[src/rtl/restart_event_gen.sv]
// Debounced restart-key FSM plus game-over edge strobes; RESTART_PRESS_COUNT_EN adds a saturating press_count output.
// Latency: key_n sampled low at edge N -> restart_pulse after edge N+2+DEBOUNCE_CYCLES; no backpressure, all strobes last one cycle.
module restart_event_gen #(
  parameter int DEBOUNCE_CYCLES = 16,
  parameter int HOLDOFF_CYCLES  = 8
) (
  input  logic       clock_50,
  input  logic       reset,
  input  logic       key_n,
  input  logic       game_over2,
  input  logic       game_over3,
  output logic       restart_pulse,
  output logic       go2_pulse,
  output logic       go3_pulse,
  output logic       busy
`ifdef RESTART_PRESS_COUNT_EN
  ,
  output logic [7:0] press_count
`endif
);

  localparam logic [15:0] DEB_LAST  = 16'(DEBOUNCE_CYCLES - 1);
  localparam logic [15:0] HOLD_LOAD = 16'(HOLDOFF_CYCLES);

  typedef enum logic [1:0] {
    IDLE    = 2'd0,
    PRESSED = 2'd1,
    LOCKOUT = 2'd2
  } state_t;

  state_t      state_q, state_d;
  logic        sync1_q, sync1_d;
  logic        sync2_q, sync2_d;
  logic        key_s;
  logic        deb_state_q, deb_state_d;
  logic [15:0] deb_cnt_q, deb_cnt_d;
  logic [15:0] hold_cnt_q, hold_cnt_d;
  logic        restart_pulse_q, restart_pulse_d;
  logic        busy_q, busy_d;
  logic        go2_prev_q, go2_prev_d;
  logic        go3_prev_q, go3_prev_d;
  logic        go2_pulse_q, go2_pulse_d;
  logic        go3_pulse_q, go3_pulse_d;

  // Synchronizer idles at key_n=1 (not pressed); key_s is the active-high view.
  always_comb begin
    sync1_d = key_n;
    sync2_d = sync1_q;
    key_s   = ~sync2_q;
  end

  always_comb begin
    deb_state_d = deb_state_q;
    deb_cnt_d   = '0;
    if (key_s != deb_state_q) begin
      if (deb_cnt_q == DEB_LAST) begin
        deb_state_d = ~deb_state_q;
      end else begin
        deb_cnt_d = deb_cnt_q + 16'd1;
      end
    end
  end

  always_ff @(posedge clock_50) begin
    if (reset) begin
      state_q <= IDLE;
    end else begin
      state_q <= state_d;
    end
  end

  always_comb begin
    state_d = state_q;
    case (state_q)
      IDLE:    if (deb_state_q)  state_d = PRESSED;
      PRESSED: if (!deb_state_q) state_d = LOCKOUT;
      LOCKOUT: if (hold_cnt_q == 16'd0) state_d = deb_state_q ? PRESSED : IDLE;
      default: state_d = IDLE;
    endcase
  end

  // Lockout spans HOLDOFF_CYCLES decrements plus the cycle that sees zero, so a
  // re-press debounced during lockout resumes in PRESSED without a strobe.
  always_comb begin
    restart_pulse_d = (state_q == IDLE) && deb_state_q;
    busy_d          = (state_d != IDLE);
    hold_cnt_d      = hold_cnt_q;
    case (state_q)
      PRESSED: if (!deb_state_q) hold_cnt_d = HOLD_LOAD;
      LOCKOUT: if (hold_cnt_q != 16'd0) hold_cnt_d = hold_cnt_q - 16'd1;
      default: hold_cnt_d = hold_cnt_q;
    endcase
  end

  always_comb begin
    go2_prev_d  = game_over2;
    go3_prev_d  = game_over3;
    go2_pulse_d = game_over2 & ~go2_prev_q;
    go3_pulse_d = game_over3 & ~go3_prev_q;
  end

  // History regs track the inputs during reset so a level held across release gives no strobe.
  always_ff @(posedge clock_50) begin
    if (reset) begin
      sync1_q         <= 1'b1;
      sync2_q         <= 1'b1;
      deb_state_q     <= 1'b0;
      deb_cnt_q       <= '0;
      hold_cnt_q      <= '0;
      restart_pulse_q <= 1'b0;
      busy_q          <= 1'b0;
      go2_prev_q      <= game_over2;
      go3_prev_q      <= game_over3;
      go2_pulse_q     <= 1'b0;
      go3_pulse_q     <= 1'b0;
    end else begin
      sync1_q         <= sync1_d;
      sync2_q         <= sync2_d;
      deb_state_q     <= deb_state_d;
      deb_cnt_q       <= deb_cnt_d;
      hold_cnt_q      <= hold_cnt_d;
      restart_pulse_q <= restart_pulse_d;
      busy_q          <= busy_d;
      go2_prev_q      <= go2_prev_d;
      go3_prev_q      <= go3_prev_d;
      go2_pulse_q     <= go2_pulse_d;
      go3_pulse_q     <= go3_pulse_d;
    end
  end

  assign restart_pulse = restart_pulse_q;
  assign go2_pulse     = go2_pulse_q;
  assign go3_pulse     = go3_pulse_q;
  assign busy          = busy_q;

`ifdef RESTART_PRESS_COUNT_EN
  logic [7:0] press_count_q, press_count_d;

  // Counts alongside the strobe so the new value appears in the pulse cycle.
  always_comb begin
    press_count_d = press_count_q;
    if (restart_pulse_d && (press_count_q != 8'hFF)) begin
      press_count_d = press_count_q + 8'd1;
    end
  end

  always_ff @(posedge clock_50) begin
    if (reset) begin
      press_count_q <= '0;
    end else begin
      press_count_q <= press_count_d;
    end
  end

  assign press_count = press_count_q;
`endif

endmodule

[config.mk]
export PLATFORM = sky130hd
export DESIGN_NAME = restart_event_gen
export DESIGN_NICKNAME = d
export VERILOG_FILES = /design/src/rtl/restart_event_gen.sv
export SDC_FILE = /design/constraint.sdc
export NUM_CORES = 1
export LEC_CHECK = 0
export CAP_MARGIN = 20
export CORE_MARGIN = 4
export CORE_UTILIZATION = 45
export CTS_CLUSTER_DIAMETER = 50
export DETAILED_ROUTE_END_ITERATION = 8
export PLACE_DENSITY = 0.64
export REMOVE_ABC_BUFFERS = 1
export SYNTH_ARGS = -nofsm -noshare
export SYNTH_HDL_FRONTEND = slang
export SYNTH_SLANG_ARGS = --single-unit
[constraint.sdc]
create_clock -name clock_50 -period 2 [get_ports clock_50]
set_input_delay 0.3 -clock clock_50 [delete_from_list [all_inputs] [get_ports clock_50]]
set_output_delay 0.3 -clock clock_50 [all_outputs]
set_load 0.05 [all_outputs]
Word-level counts from Yosys, hierarchy flattened
Index checks and enable logic that the tools add are counted.
{"block": "totals", "ff_bits": 43, "in_bits": 5, "output_inout_bits": 4}
{"block": "op_classes", "addsub": 2, "eq_ne": 6, "n_mux": 8, "bitwise": 7, "reduce_logical": 9}
{"op": "$mux W16", "n": 2}
{"op": "$pmux W16 S2", "n": 1}
{"op": "$add A16 B1 Y16 const B", "n": 1}
{"op": "$eq A16 B4 Y1 const B", "n": 1}
{"op": "$logic_not A16 Y1", "n": 1}
{"op": "$reduce_bool A16 Y1", "n": 1}
{"op": "$sub A16 B1 Y16 const B", "n": 1}
{"op": "$mux W2", "n": 3}
{"op": "$pmux W2 S3", "n": 1}
{"op": "$not A1 Y1", "n": 5}
{"op": "$ne A2 B2 Y1 const B", "n": 2}
{"op": "$reduce_bool A2 Y1", "n": 2}
{"op": "$reduce_and A3 Y1", "n": 1}
{"op": "$reduce_or A3 Y1", "n": 1}
{"op": "$and A1 B1 Y1", "n": 2}
{"op": "$eq A2 B1 Y1 const B", "n": 1}
{"op": "$eq A2 B2 Y1 const B", "n": 1}
{"op": "$logic_not A2 Y1", "n": 1}
{"op": "$reduce_and A2 Y1", "n": 1}
{"op": "$logic_and A1 B1 Y1", "n": 1}
{"op": "$mux W1", "n": 1}
{"op": "$ne A1 B1 Y1", "n": 1}

Longest topological paths before layout
Gate-level depths: netlist of run 1.
{"block": "depth", "depth_word": 4, "ltp_mapped": 7, "depth_no_buf": 6}

Worst setup path before layout of run 1
Ideal clock, no wire load.
{"block": "synth_timing", "kind": "reg-to-reg", "startpoint": "register hold_cnt_q[3]", "endpoint": "register hold_cnt_q[14]", "setup_ps": 123, "t_arrival_ps": 1514, "required_time_ps": 1877, "path_slack_ps": 363, "path_stages_with_launch": 6, "n_path_buf": 1, "synth_period_minus_slack_ps": 1637, "cell_sequence": "dfxtp_1 > buf_6 > or4_4 > nor4_4 > mux2i_1 > nor2_2"}
{"block": "synth_between", "elab_chain_cells": 3, "word_cells_on_any_way": 6, "classes_between": "add/sub (1); eq/ne (1); mux (2); reduce/logical (2)"}
{"item": "start, declared", "line": "37", "source": "logic [15:0] hold_cnt_q, hold_cnt_d;"}
{"item": "start signal, assigned", "line": "121", "source": "hold_cnt_q <= hold_cnt_d;"}
{"item": "$sub A16 B1 Y16 / $reduce_bool A16 Y1 (equally long branches)", "line": "90", "source": "LOCKOUT: if (hold_cnt_q != 16'd0) hold_cnt_d = hold_cnt_q - 16'd1;"}
{"item": "$mux W16 / $ne A2 B2 Y1 (equally long branches)"}
{"item": "$pmux W16 S2 / $reduce_and A3 Y1 (equally long branches)"}
Several ways; a longest one is shown, not always the timed one. The select of a mux whose other input is x is not followed.
A chain may end at the register's enable or synchronous reset.

Final worst setup path of run 1
{"block": "layout_timing", "startpoint": "register hold_cnt_q[0]", "endpoint": "register hold_cnt_q[4]"}
The elaborated chain is that of the path after synthesis.

==> results.sh, run 1 <==
export IMPL_io_pins=9
export IMPL_drv_cap=0
export IMPL_regArea_sq_um=861
export IMPL_grt_remaining_overflow=0
export IMPL_power_frac_comb=0.030
export IMPL_wl_per_cell_microns=13.8
export IMPL_grt_pass1_wl_microns=6870
export IMPL_crit_type="reg -> reg"
export IMPL_syn_area_per_cell_sq_um=9.07
export IMPL_fmax_ghz=0.576
export IMPL_synth_top_area_cell="dfxtp_1"
export IMPL_ys_top_cells_by_area="dfxtp_1 43%, nor2_1 4.5%, xnor2_1 4.4%, nand4_1 3.7%, nor4_1 3.1%"
export IMPL_pwr_density_cell_nw_per_um2=650
export IMPL_crit_path_top_delay_cell="and4_1"
export IMPL_core_sq_um=4350
export IMPL_place_ws_ns=0.287
export IMPL_relSlewSlack=0.665
export IMPL_grt_pass1_vias=1470
export IMPL_post_cts_resized=0
export IMPL_power_leakage_nw=0.756
export IMPL_fin_crit_ns=1.74
export IMPL_setup_viol=0
export IMPL_gp_congestion=0.782
export IMPL_seq_area_frac_synth=0.428
export IMPL_io_buffers=8
export IMPL_clkPwrFrac=0.378
export IMPL_crit_start="hold_cnt_q[0]$_SDFFE_PP0P_"
export IMPL_grt_usage=0.157
export IMPL_cts_buffers=5
export IMPL_syn_inst=222
export IMPL_cts_tree="done"
export IMPL_synth_cell_types=41
export IMPL_power_net_switching_uw=334
export IMPL_p_int_mw=1.12
export IMPL_fin_crit_sh=0.868
export IMPL_antenna_cells=0
export IMPL_seqPwrFrac=0.592
export IMPL_die_area_sq_um=5610
export IMPL_setup_ws_ns=0.264
export IMPL_area_delta_synth_final_pct=11.4
export IMPL_synth_seq_cells=43
export IMPL_clock_root_buffer="clkbuf_8"
export IMPL_fin_skew_ns=0.00739
export IMPL_antenna_found_initial=0
export IMPL_synth_top_cell_area_share=0.428
export IMPL_path_cells="inv_1 -> ha_1 -> nor3b_1 -> and4_1 -> nor4_1 -> mux2i_1"
export IMPL_die_w_microns=74.9
export IMPL_ir_drop_mv=0.416
export IMPL_viasPerCell=5.64
export IMPL_cts_setup_buffers=0
export IMPL_hp_class="reg -> reg"
export IMPL_ys_flop_type="dfxtp_1"
export IMPL_finalSetupTns_ns=0
export IMPL_yosys_warnings=0
export IMPL_vias=1619
export IMPL_start_util=0.462
export IMPL_critPathArrivalTime_ns=1.97
export IMPL_critPathMaxStageDelay_ns=0.34
export IMPL_rsz0062_at_grt="false"
export IMPL_reg2reg_from="hold_cnt_q[0]$_SDFFE_PP0P_"
export IMPL_drcViolationCount=0
export IMPL_drv_slew=0
export IMPL_wl_microns=3950
export IMPL_min_from="go3_prev_q$_DFF_P_"
export IMPL_worstPathMaxFanout=12
export IMPL_async_reset_ff_frac=0
export IMPL_die_y_microns=74.9
export IMPL_syn_cell_area_sq_um=2010
export IMPL_htree_levels=2
export IMPL_fillers=420
export IMPL_drt_initial_drc_count=101
export IMPL_worstSetupStartpointType="register"
export IMPL_status="finished, final reports clean"
export IMPL_grt_max_degree=15
export IMPL_drtPass1Iterations=4
export IMPL_final_nets=241
export IMPL_synth_edf_count=0
export IMPL_hold_viol=0
export IMPL_clock_latency_ns=0.30
export IMPL_rows=24
export IMPL_swShare=0.229
export IMPL_place_hpwl_microns=2840
export IMPL_critPathRequiredTime_ns=2.24
export IMPL_crit_path_end_kind="register"
export IMPL_ctsHoldBuffers=0
export IMPL_tightest_slew_ns=0.502
export IMPL_multi_input_area_sq_um=1080
export IMPL_clk_pin_slew_ns=0.09
export IMPL_drive_gt1_frac=0.111
export IMPL_clock_sinks=43
export IMPL_drtAntennaViolNets=0
export IMPL_clk_path_buf_depth=2
final timing paths:
check / end / slack (ns) / cells past startpoint
setup / recovery: hold_cnt_q[4]$_SDFFE_PP0P_ / 0.26 / 6
hold reg to reg: go3_pulse$_SDFF_PP0_ / 0.39 / 1
setup reg to reg: hold_cnt_q[4]$_SDFFE_PP0P_ / 0.26 / 6
hold / removal: go3_pulse$_SDFF_PP0_ / 0.39 / 1
critical path, delay by kind of cell, from the launching register on:
family / cells / cell delay [ns]
fa+ha+maj: 1 / 0.23
flops: 1 / 0.33
buf+inv: 1 / 0.07
simple gates: 3 / 0.84
mux: 1 / 0.21
metal layers:
metal	vias to the layer above	routed length (microns)	global-route usage
met3	5	141	0.0294
met2	31	1720	0.229
met5	-	0	0
li1	835	-	-
met1	748	2030	0.226
met4	0	65	0.0652
layout by cell type, fill, tap and decap left out, types with 6 or more instances in the layout:
master,instances
mux2i_1,6
dfxtp_1,43
buf_4,6
or3_1,8
nor2_1,24
nand2_1,14
a21oi_1,9
xnor2_1,10
nor3_1,9
nand4_1,12
nor4_1,10
clkdlybuf4s50_1,8
nand3_1,10
layout make-up:
cell class | instances | share of cell area
multi-input cells | 165 | 0.484
flip-flops and latches | 43 | 0.384
repair buffers | 14 | 0.0558
clock buffers | 5 | 0.0307
well taps | 52 | 0.0290
clock inverters | 3 | 0.00892
inverters | 5 | 0.00837
sequential cells by signal, indices dropped and copies added (netlist names):
name,flops
state_q,2
sync1_q,1
deb_state_q,1
deb_cnt_q,16
go3_prev_q,1
restart_pulse,1
go2_prev_q,1
go3_pulse,1
hold_cnt_q,16
busy,1
go2_pulse,1
sync2_q,1
cell usage after synthesis, types with 2 or more instances:
cell	instances
clkbuf_1	4
or2_2	4
nor2_1	24
buf_2	2
xor2_1	5
ha_1	2
nand3_1	10
inv_1	5
nor3_1	9
nor4_2	2
xnor2_1	10
nor4b_1	3
and4_1	3
a21oi_1	9
nor3b_1	5
o21ai_0	5
mux2i_1	6
a211oi_1	2
nand3b_1	3
o41ai_1	2
nand2_1	14
nor4_1	10
nand4_1	12
or4_4	2
or3_1	8
dfxtp_1	43
nor4_4	2
and3_1	3
metrics by stage:
step	std cells	hold WS, ns	utilization	power [mW]	instance area, sq um
global route	287	0.416	0.515	1.52	2240
floorplan	213	0.328	-	0.903	1960
CTS	287	0.396	0.515	1.48	2240
detailed placement	279	0.384	0.495	0.929	2150
finish	287	0.391	0.515	1.46	2240
global placement	279	0.382	0.495	0.928	2150
power groups by stage:
stage / combinational [mW] / clock (mW) / sequential [mW]
4_1_cts: 0.0451 / 0.575 / 0.863
5_1_grt: 0.0488 / 0.604 / 0.864
3_5_place_dp: 0.0449 / 0 / 0.884
3_3_place_gp: 0.0447 / 0 / 0.884
2_1_floorplan: 0.0140 / 0 / 0.889
6_report: 0.0441 / 0.551 / 0.863
kinds of logic after synthesis:
kind of cell / synth area share
xor+xnor: 0.0653
mux: 0.0298
compound gates: 0.0802
flops: 0.428
buf+inv: 0.0336
fa+ha+maj: 0.0124
simple gates: 0.351
No activity file was read; power rests on OpenSTA's default activity.
==> run 2: changes to the inputs <==
==> constraint.sdc (replaced) <==
create_clock -name clock_50 -period 2 [get_ports clock_50]
set_input_delay 0.4 -clock clock_50 [delete_from_list [all_inputs] [get_ports clock_50]]
set_output_delay 0.4 -clock clock_50 [all_outputs]
set_load 0.05 [all_outputs]
==> results.sh, run 2 (same netlist as run 1, synthesis figures left out) <==
export IMPL_ctsHoldBuffers=0
export IMPL_fin_crit_sh=0.901
export IMPL_wl_per_cell_microns=13.7
export IMPL_final_cell_mix="43 x dfxtp_1, 24 x nor2_1, 14 x nand2_1"
export IMPL_worstSetupStartpointType="register"
export IMPL_viasPerCell=5.72
export IMPL_cts_setup_buffers=0
export IMPL_status="finished, final reports clean"
export IMPL_crit_path_end_kind="primary output"
export IMPL_relSlewSlack=0.665
export IMPL_rows=24
export IMPL_drtAntennaViolNets=0
export IMPL_clkPwrFrac=0.372
export IMPL_cts_tree="done"
export IMPL_drcViolationCount=0
export IMPL_die_w_microns=74.9
export IMPL_crit_path_top_delay_cell="clkdlybuf4s50_1"
export IMPL_grt_usage=0.156
export IMPL_fillers=411
export IMPL_p_int_mw=1.13
export IMPL_critPathArrivalTime_ns=1.40
export IMPL_io_buffers=8
export IMPL_power_leakage_nw=0.761
export IMPL_cp_top_family="buffers and inverters"
export IMPL_antenna_cells=0
export IMPL_power_mw=1.45
export IMPL_setup_viol=0
export IMPL_vias=1646
export IMPL_grt_pass1_vias=1460
export IMPL_cts_buffers=5
export IMPL_rsz0062_at_grt="false"
export IMPL_clock_sinks=43
export IMPL_wl_microns=3950
export IMPL_area_delta_synth_final_pct=11.6
export IMPL_place_hpwl_microns=2820
export IMPL_hp_class="reg -> reg"
export IMPL_die_y_microns=74.9
export IMPL_swShare=0.221
export IMPL_cp_num_buf_inv=1
export IMPL_fin_skew_ns=0.00688
export IMPL_ir_drop_mv=0.466
export IMPL_critPathRequiredTime_ns=1.60
export IMPL_crit_type="reg -> out"
export IMPL_clock_latency_ns=0.29
export IMPL_finalSetupTns_ns=0
export IMPL_post_cts_resized=0
export IMPL_power_frac_comb=0.031
export IMPL_final_util=0.516
export IMPL_fin_crit_ns=1.80
export IMPL_reg_top3="deb_cnt_q x16, hold_cnt_q x16, state_q x2"
export IMPL_fmax_ghz=0.555
export IMPL_start_util=0.462
export IMPL_clk_pin_slew_ns=0.08
export IMPL_tightest_slew_ns=0.501
export IMPL_core_sq_um=4350
export IMPL_clock_root_buffer="clkbuf_8"
export IMPL_antenna_found_initial=0
export IMPL_drt_initial_drc_count=137
export IMPL_pwr_density_cell_nw_per_um2=644
export IMPL_drive_gt1_frac=0.110
export IMPL_grt_remaining_overflow=0
export IMPL_critPathMaxStageDelay_ns=0.79
export IMPL_worstPathMaxFanout=1
export IMPL_htree_levels=2
export IMPL_drv_cap=0
export IMPL_grt_pass1_wl_microns=6830
export IMPL_gp_congestion=0.809
export IMPL_power_net_switching_uw=320
export IMPL_final_nets=242
export IMPL_grt_max_degree=15
export IMPL_die_area_sq_um=5610
export IMPL_drtPass1Iterations=4
export IMPL_drv_slew=0
export IMPL_io_pins=9
export IMPL_path_cells="clkdlybuf4s50_1"
export IMPL_clk_path_buf_depth=2
export IMPL_mostFrequentLayoutCell="dfxtp_1"
export IMPL_seqPwrFrac=0.597
export IMPL_hold_viol=0
## run 2: cell types whose count changed in the layout (fill, tap and decap cells not counted)
cell,before,now
clkinvlp_4,2,1
buf_4,6,7
clkbuf_1,0,1
## run 2: metal layers
metal | track usage | share of wire | vias up
li1 | - | - | 841
met4 | 0.0415 | 0.0086 | 0
met5 | 0 | 0 | -
met3 | 0.0414 | 0.043 | 5
met1 | 0.242 | 0.54 | 768
met2 | 0.211 | 0.41 | 32
## run 2: layout make-up
class,count,area (sq um),share of cell area
Tap cell,52,65.1,0.0290
Sequential cell,43,861,0.383
Clock inverter,2,12.5,0.00557
Inverter,5,18.8,0.00835
Multi-Input combinational cell,165,1080,0.483
Timing Repair Buffer,15,133,0.0590
Clock buffer,6,72.6,0.0323
## run 2: worst paths after layout
check	from	to	slack [ns]	cells past startpoint
worst min-delay path	go2_prev_q$_DFF_P_	go2_pulse$_SDFF_PP0_	0.40	1
worst max-delay path	go3_pulse$_SDFF_PP0_	go3_pulse	0.20	1
worst min register to register	go2_prev_q$_DFF_P_	go2_pulse$_SDFF_PP0_	0.40	1
worst max register to register	hold_cnt_q[0]$_SDFFE_PP0P_	hold_cnt_q[4]$_SDFFE_PP0P_	0.22	6
## run 2: power by group through the flow
| stage | logic [mW] | clock network (mW) | registers [mW] |
|---|---|---|---|
| 2_1_floorplan | 0.0140 | 0 | 0.889 |
| 6_report | 0.0449 | 0.538 | 0.863 |
| 4_1_cts | 0.0453 | 0.558 | 0.864 |
| 3_5_place_dp | 0.0450 | 0 | 0.884 |
| 5_1_grt | 0.0499 | 0.589 | 0.864 |
| 3_3_place_gp | 0.0454 | 0 | 0.884 |
## run 2: through the flow
stage	area, sq um	hold WS [ns]	std cells	setup WS, ns
after floorplan	1960	0.371	213	0.324
after global placement	2160	0.383	280	0.255
after detailed placement	2160	0.387	280	0.243
after CTS	2250	0.400	288	0.178
after global routing	2250	0.414	288	0.0517
final	2250	0.396	288	0.197
==> run 3: changes to the inputs <==
==> constraint.sdc (replaced) <==
create_clock -name clock_50 -period 1.95 [get_ports clock_50]
set_input_delay 0.39 -clock clock_50 [delete_from_list [all_inputs] [get_ports clock_50]]
set_output_delay 0.39 -clock clock_50 [all_outputs]
set_load 0.05 [all_outputs]
==> results.sh, run 3 (same netlist as run 1, synthesis figures left out) <==
export IMPL_status="finished, final reports clean"
export IMPL_mostFrequentLayoutCell="dfxtp_1"
export IMPL_path_cells="inv_1 -> ha_1 -> nor3b_1 -> and4_1 -> nor4_1 -> mux2i_1"
export IMPL_finalSetupTns_ns=0
export IMPL_cts_buffers=5
export IMPL_grt_remaining_overflow=0
export IMPL_hold_viol=0
export IMPL_relSlewSlack=0.665
export IMPL_hp_class="reg -> reg"
export IMPL_viasPerCell=5.73
export IMPL_io_buffers=8
export IMPL_fin_hold_ws_ns=0.386
export IMPL_drtAntennaViolNets=0
export IMPL_gp_congestion=0.822
export IMPL_grt_usage=0.161
export IMPL_grt_pass1_wl_microns=6900
export IMPL_die_area_sq_um=5610
export IMPL_power_leakage_nw=0.762
export IMPL_reg_top3="deb_cnt_q x16, hold_cnt_q x16, state_q x2"
export IMPL_postLayoutCellArea_sq_um=2240
export IMPL_worstPathMaxFanout=12
export IMPL_drtPass1Iterations=4
export IMPL_clk_pin_slew_ns=0.08
export IMPL_final_cell_mix="43 x dfxtp_1, 24 x nor2_1, 14 x nand2_1"
export IMPL_place_ws_ns=0.184
export IMPL_critPathArrivalTime_ns=2.03
export IMPL_post_cts_resized=0
export IMPL_cts_setup_buffers=0
export IMPL_die_y_microns=74.9
export IMPL_drv_cap=0
export IMPL_io_pins=9
export IMPL_clk_path_buf_depth=2
export IMPL_grt_pass1_vias=1499
export IMPL_antenna_found_initial=0
export IMPL_rows=24
export IMPL_cts_tree="done"
export IMPL_fin_crit_sh=0.926
export IMPL_setup_viol=0
export IMPL_worstSetupStartpointType="register"
export IMPL_pwr_density_cell_nw_per_um2=658
export IMPL_cp_num_buf_inv=1
export IMPL_clock_sinks=43
export IMPL_antenna_cells=0
export IMPL_core_sq_um=4350
export IMPL_clock_root_buffer="clkbuf_8"
export IMPL_crit_path_top_delay_cell="dfxtp_1"
export IMPL_cp_top_family="simple AND/OR/NAND/NOR gates"
export IMPL_fin_crit_ns=1.81
export IMPL_wl_per_cell_microns=14.0
export IMPL_wl_microns=4030
export IMPL_place_hpwl_microns=2870
export IMPL_placed_cell_area_sq_um=2160
export IMPL_clock_latency_ns=0.30
export IMPL_stdcell_count=288
export IMPL_critPathRequiredTime_ns=2.18
export IMPL_drive_gt1_frac=0.106
export IMPL_setup_ws_ns=0.143
export IMPL_drv_slew=0
export IMPL_final_nets=242
export IMPL_numPlacedInstances=280
export IMPL_crit_path_end_kind="register"
export IMPL_fmax_ghz=0.554
export IMPL_ctsHoldBuffers=0
export IMPL_critPathMaxStageDelay_ns=0.35
export IMPL_area_delta_synth_final_pct=11.4
export IMPL_htree_levels=2
export IMPL_vias=1651
export IMPL_grt_max_degree=15
export IMPL_start_util=0.462
export IMPL_crit_type="reg -> reg"
export IMPL_tightest_slew_ns=0.500
export IMPL_rsz0062_at_grt="false"
export IMPL_ir_drop_mv=0.415
export IMPL_fin_skew_ns=0.00552
export IMPL_die_w_microns=74.9
export IMPL_drcViolationCount=0
export IMPL_drt_initial_drc_count=68
-- run 3: cell type report --
| type | instances | area [sq um] |
|---|---|---|
| Tap cell | 52 | 65.1 |
| Clock inverter | 1 | 5.00 |
| Inverter | 5 | 18.8 |
| Multi-Input combinational cell | 165 | 1080 |
| Timing Repair Buffer | 15 | 133 |
| Sequential cell | 43 | 861 |
| Fill cell | 413 | 2110 |
| Clock buffer | 7 | 76.3 |
-- run 3: through the flow --
stage           util  power (mW)
2_1_floorplan      -       0.926
3_3_place_gp   0.497       0.953
3_5_place_dp   0.497       0.953
4_1_cts        0.515        1.50
5_1_grt        0.515        1.54
6_report       0.515        1.48
-- run 3: final timing paths --
check | to | slack [ns] | cells past startpoint | startpoint
min | go2_pulse$_SDFF_PP0_ | 0.39 | 1 | go2_prev_q$_DFF_P_
max reg2reg | hold_cnt_q[5]$_SDFFE_PP0P_ | 0.14 | 6 | hold_cnt_q[0]$_SDFFE_PP0P_
min reg2reg | go2_pulse$_SDFF_PP0_ | 0.39 | 1 | go2_prev_q$_DFF_P_
max | hold_cnt_q[5]$_SDFFE_PP0P_ | 0.14 | 6 | hold_cnt_q[0]$_SDFFE_PP0P_
-- run 3: report_power, final --
group / total, mW / internal (mW) / leakage (nW) / switching (mW)
sequential: 0.886 / 0.884 / 0.348 / 0.00224
combinational: 0.0462 / 0.0214 / 0.372 / 0.0248
clock: 0.544 / 0.251 / 0.0422 / 0.293
-- run 3: per-layer routing --
metal | up-vias | GRT usage | share of wire
li1 | 849 | - | -
met1 | 775 | 0.225 | 0.53
met2 | 21 | 0.236 | 0.43
met3 | 6 | 0.0427 | 0.033
met4 | 0 | 0.0652 | 0.015
met5 | - | 0 | 0
==> RTL edit: new RTL, config.mk and constraints of run 1 <==
Register the output `go2_pulse` once more; this adds one clock of latency there. The other outputs are not delayed to match.
--- a/src/rtl/restart_event_gen.sv
+++ b/src/rtl/restart_event_gen.sv
@@ -131,3 +131,5 @@
   assign restart_pulse = restart_pulse_q;
-  assign go2_pulse     = go2_pulse_q;
+  always_ff @(posedge clock_50) begin
+    go2_pulse <= go2_pulse_q;
+  end
   assign go3_pulse     = go3_pulse_q;
Formal check against the unedited RTL: not equivalent (a bounded check fails within 4 cycles, from zero or initial values and one cycle with reset high).
==> RTL edit against run 1 <==
Largest cell class unchanged. Non-clock buffer count up 1. Combinational power is 3% lower. Sequential cell count rose by 1. Total power grew 12%. Wire length rose by 1.8%. Global-route usage grew 0.21 points. Critical path type unchanged. Area after synthesis is 0.99% higher. Die area increased by 0.88%. Setup slack got worse by 0.056 ns. Critical endpoint is now hold_cnt_q[13]$_SDFFE_PP0P_. Design area up 2.4%. Clock power grew 27%.
==> RTL edit: results (changes against run 1) <==
Status = complete, no violations
H-tree depth = 2 (unchanged)
Clock slew seen by the registers of the worst setup and hold paths = 0.09 ns (about the same)
Post-CTS Setup Repair Bufs = 0 (unchanged)
Clock latency on the worst-skew pair = 0.30 ns (about the same)
TritonCTS Buffers = 5 (unchanged)
YS warnings = 0 (unchanged)
Worst-case clock buffer depth = 2 (unchanged)
Biggest regs = deb_cnt_q x16, hold_cnt_q x16, state_q x2
Hold crit path type = reg -> reg
Vias per cell = 5.71 (+1.1%)
Hold buffer count at CTS = 0 (unchanged)
Root Driver = clkbuf_8
Initial drt markers = 101 (unchanged)
Drt pass-1 iters = 4 (unchanged)
ANT cells = 0 (unchanged)
Pin count of the biggest net entering global routing = 16 (+1)
Resize count post-CTS = 0 (unchanged)
First-pass GRT wire length = 6910 um (+0.70%)
Asr flop ratio synth = 0% (unchanged)
DP Cell Count = 281 (+0.72%)
Worst path max stage delay = 0.40 ns (+0.06 ns)
Worst Tran Pin Value = 0.496 ns (-0.00575 ns)
Post-synthesis sequential area ratio = 43.3% (+0.56 points)
# DRC = 0 (unchanged)
Share of cells above drive strength 1 = 11.4% (+0.33 points)
Leak pwr = 0.782 nW (+3.5%)
Crit path DAT = 2.03 ns (+0.06 ns)
Max FO, Critical Path = 12 (unchanged)
Vias in the first global route = 1483 (+0.88%)
Overall routing resource usage = 15.9% (+0.21 points)
Syn Area/Cell = 9.12 um^2 (+0.54%)
Yosys cell types = 41 (unchanged)
Pre-CTS setup slack = 0.214 ns (-0.0728 ns)
Post-DP HPWL = 2780 um (-1.9%)
Global placer's final weighted congestion = 0.820 (+4.8%)
Initial antenna violation count = 0 (unchanged)
Nets = 243 (+0.83%)
Layout Skew = 0.00575 ns (-0.00164 ns)
WL/cell = 13.9 um (+1.1%)
Final std cells w/o fill = 289 (+0.70%)
Top_reg_cell synth = dfxtp_1
IO buf count = 8 (unchanged)
CP max stage cell = or3_1
Top cells by area, synth = dfxtp_1 43%, nor2_1 4.4%, xnor2_1 4.3%
VDD IR-drop max = 0.487 mV (+17%)
Synth top cells by count = 44 x dfxtp_1, 24 x nor2_1, 14 x nand2_1, 12 x nand4_1
Top cell family by delay on the critical path = simple AND/OR/NAND/NOR gates
==> RTL edit: cell count changes after synthesis <==
| cell | change |
|---|---|
| dfxtp_1 | +1 |
==> RTL edit: worst register-to-register path, cell delays in order (launching register included) <==
cell and delay (ns):
dfxtp_1 0.35, inv_1 0.07, ha_1 0.24, nor3b_1 0.16
and4_1 0.35, or3_1 0.41, a21oi_1 0.16
==> RTL edit: power breakdown <==
group          switching (mW)  internal (mW)  total [mW]
sequential            0.00229          0.882       0.884
clock                   0.323          0.376       0.699
combinational          0.0233         0.0196      0.0429
total                   0.349           1.28        1.63
==> RTL edit: final cells by class <==
class                   count  area, um^2
clock buffers               5        68.8
clock inverters             3        46.3
fillers                   406        2060
inverters                   5        18.8
multi-input cells         165        1080
flip-flops and latches     44         881
well taps                  52        65.1
repair buffers             15         133
==> RTL edit: per-layer routing <==
layer  GRT usage, %  share of wire (%)  up-vias
met5              0                  0        -
met4           6.60                1.6        0
met3           4.81                5.2        6
met2           22.2                 42       44
met1           22.6                 51      757
li1               -                  -      842
==> RTL edit: per-stage QoR <==
stage	instance area [um^2]	util, %
5_1_grt	2300	52.8
3_5_place_dp	2180	50.1
6_report	2300	52.8
4_1_cts	2300	52.8
3_3_place_gp	2180	50.1
2_1_floorplan	1980	-
==> RTL edit: cell families (layout without fill, tap and decap cells) <==
family | count (synthesis) | in the layout | share of synthesized area, %
AND/OR/NAND/NOR | 119 | 119 | 34.8
flip-flops | 44 | 44 | 43.3
AO/OA/AOI/OAI | 23 | 23 | 7.94
XOR/XNOR | 15 | 15 | 6.46
buffers and inverters | 14 | 28 | 3.32
multiplexers | 6 | 6 | 2.95
adder cells (fa/ha/maj) | 2 | 2 | 1.23
==> RTL edit: final timing paths <==
kind                               from                     endpoint  slack, ns  cells past startpoint
min              go2_pulse_q$_SDFF_PP0_            go2_pulse$_DFF_P_       0.33                      0
max reg2reg  hold_cnt_q[0]$_SDFFE_PP0P_  hold_cnt_q[13]$_SDFFE_PP0P_       0.21                      6
max          hold_cnt_q[0]$_SDFFE_PP0P_  hold_cnt_q[13]$_SDFFE_PP0P_       0.21                      6
min reg2reg      go2_pulse_q$_SDFF_PP0_            go2_pulse$_DFF_P_       0.33                      0
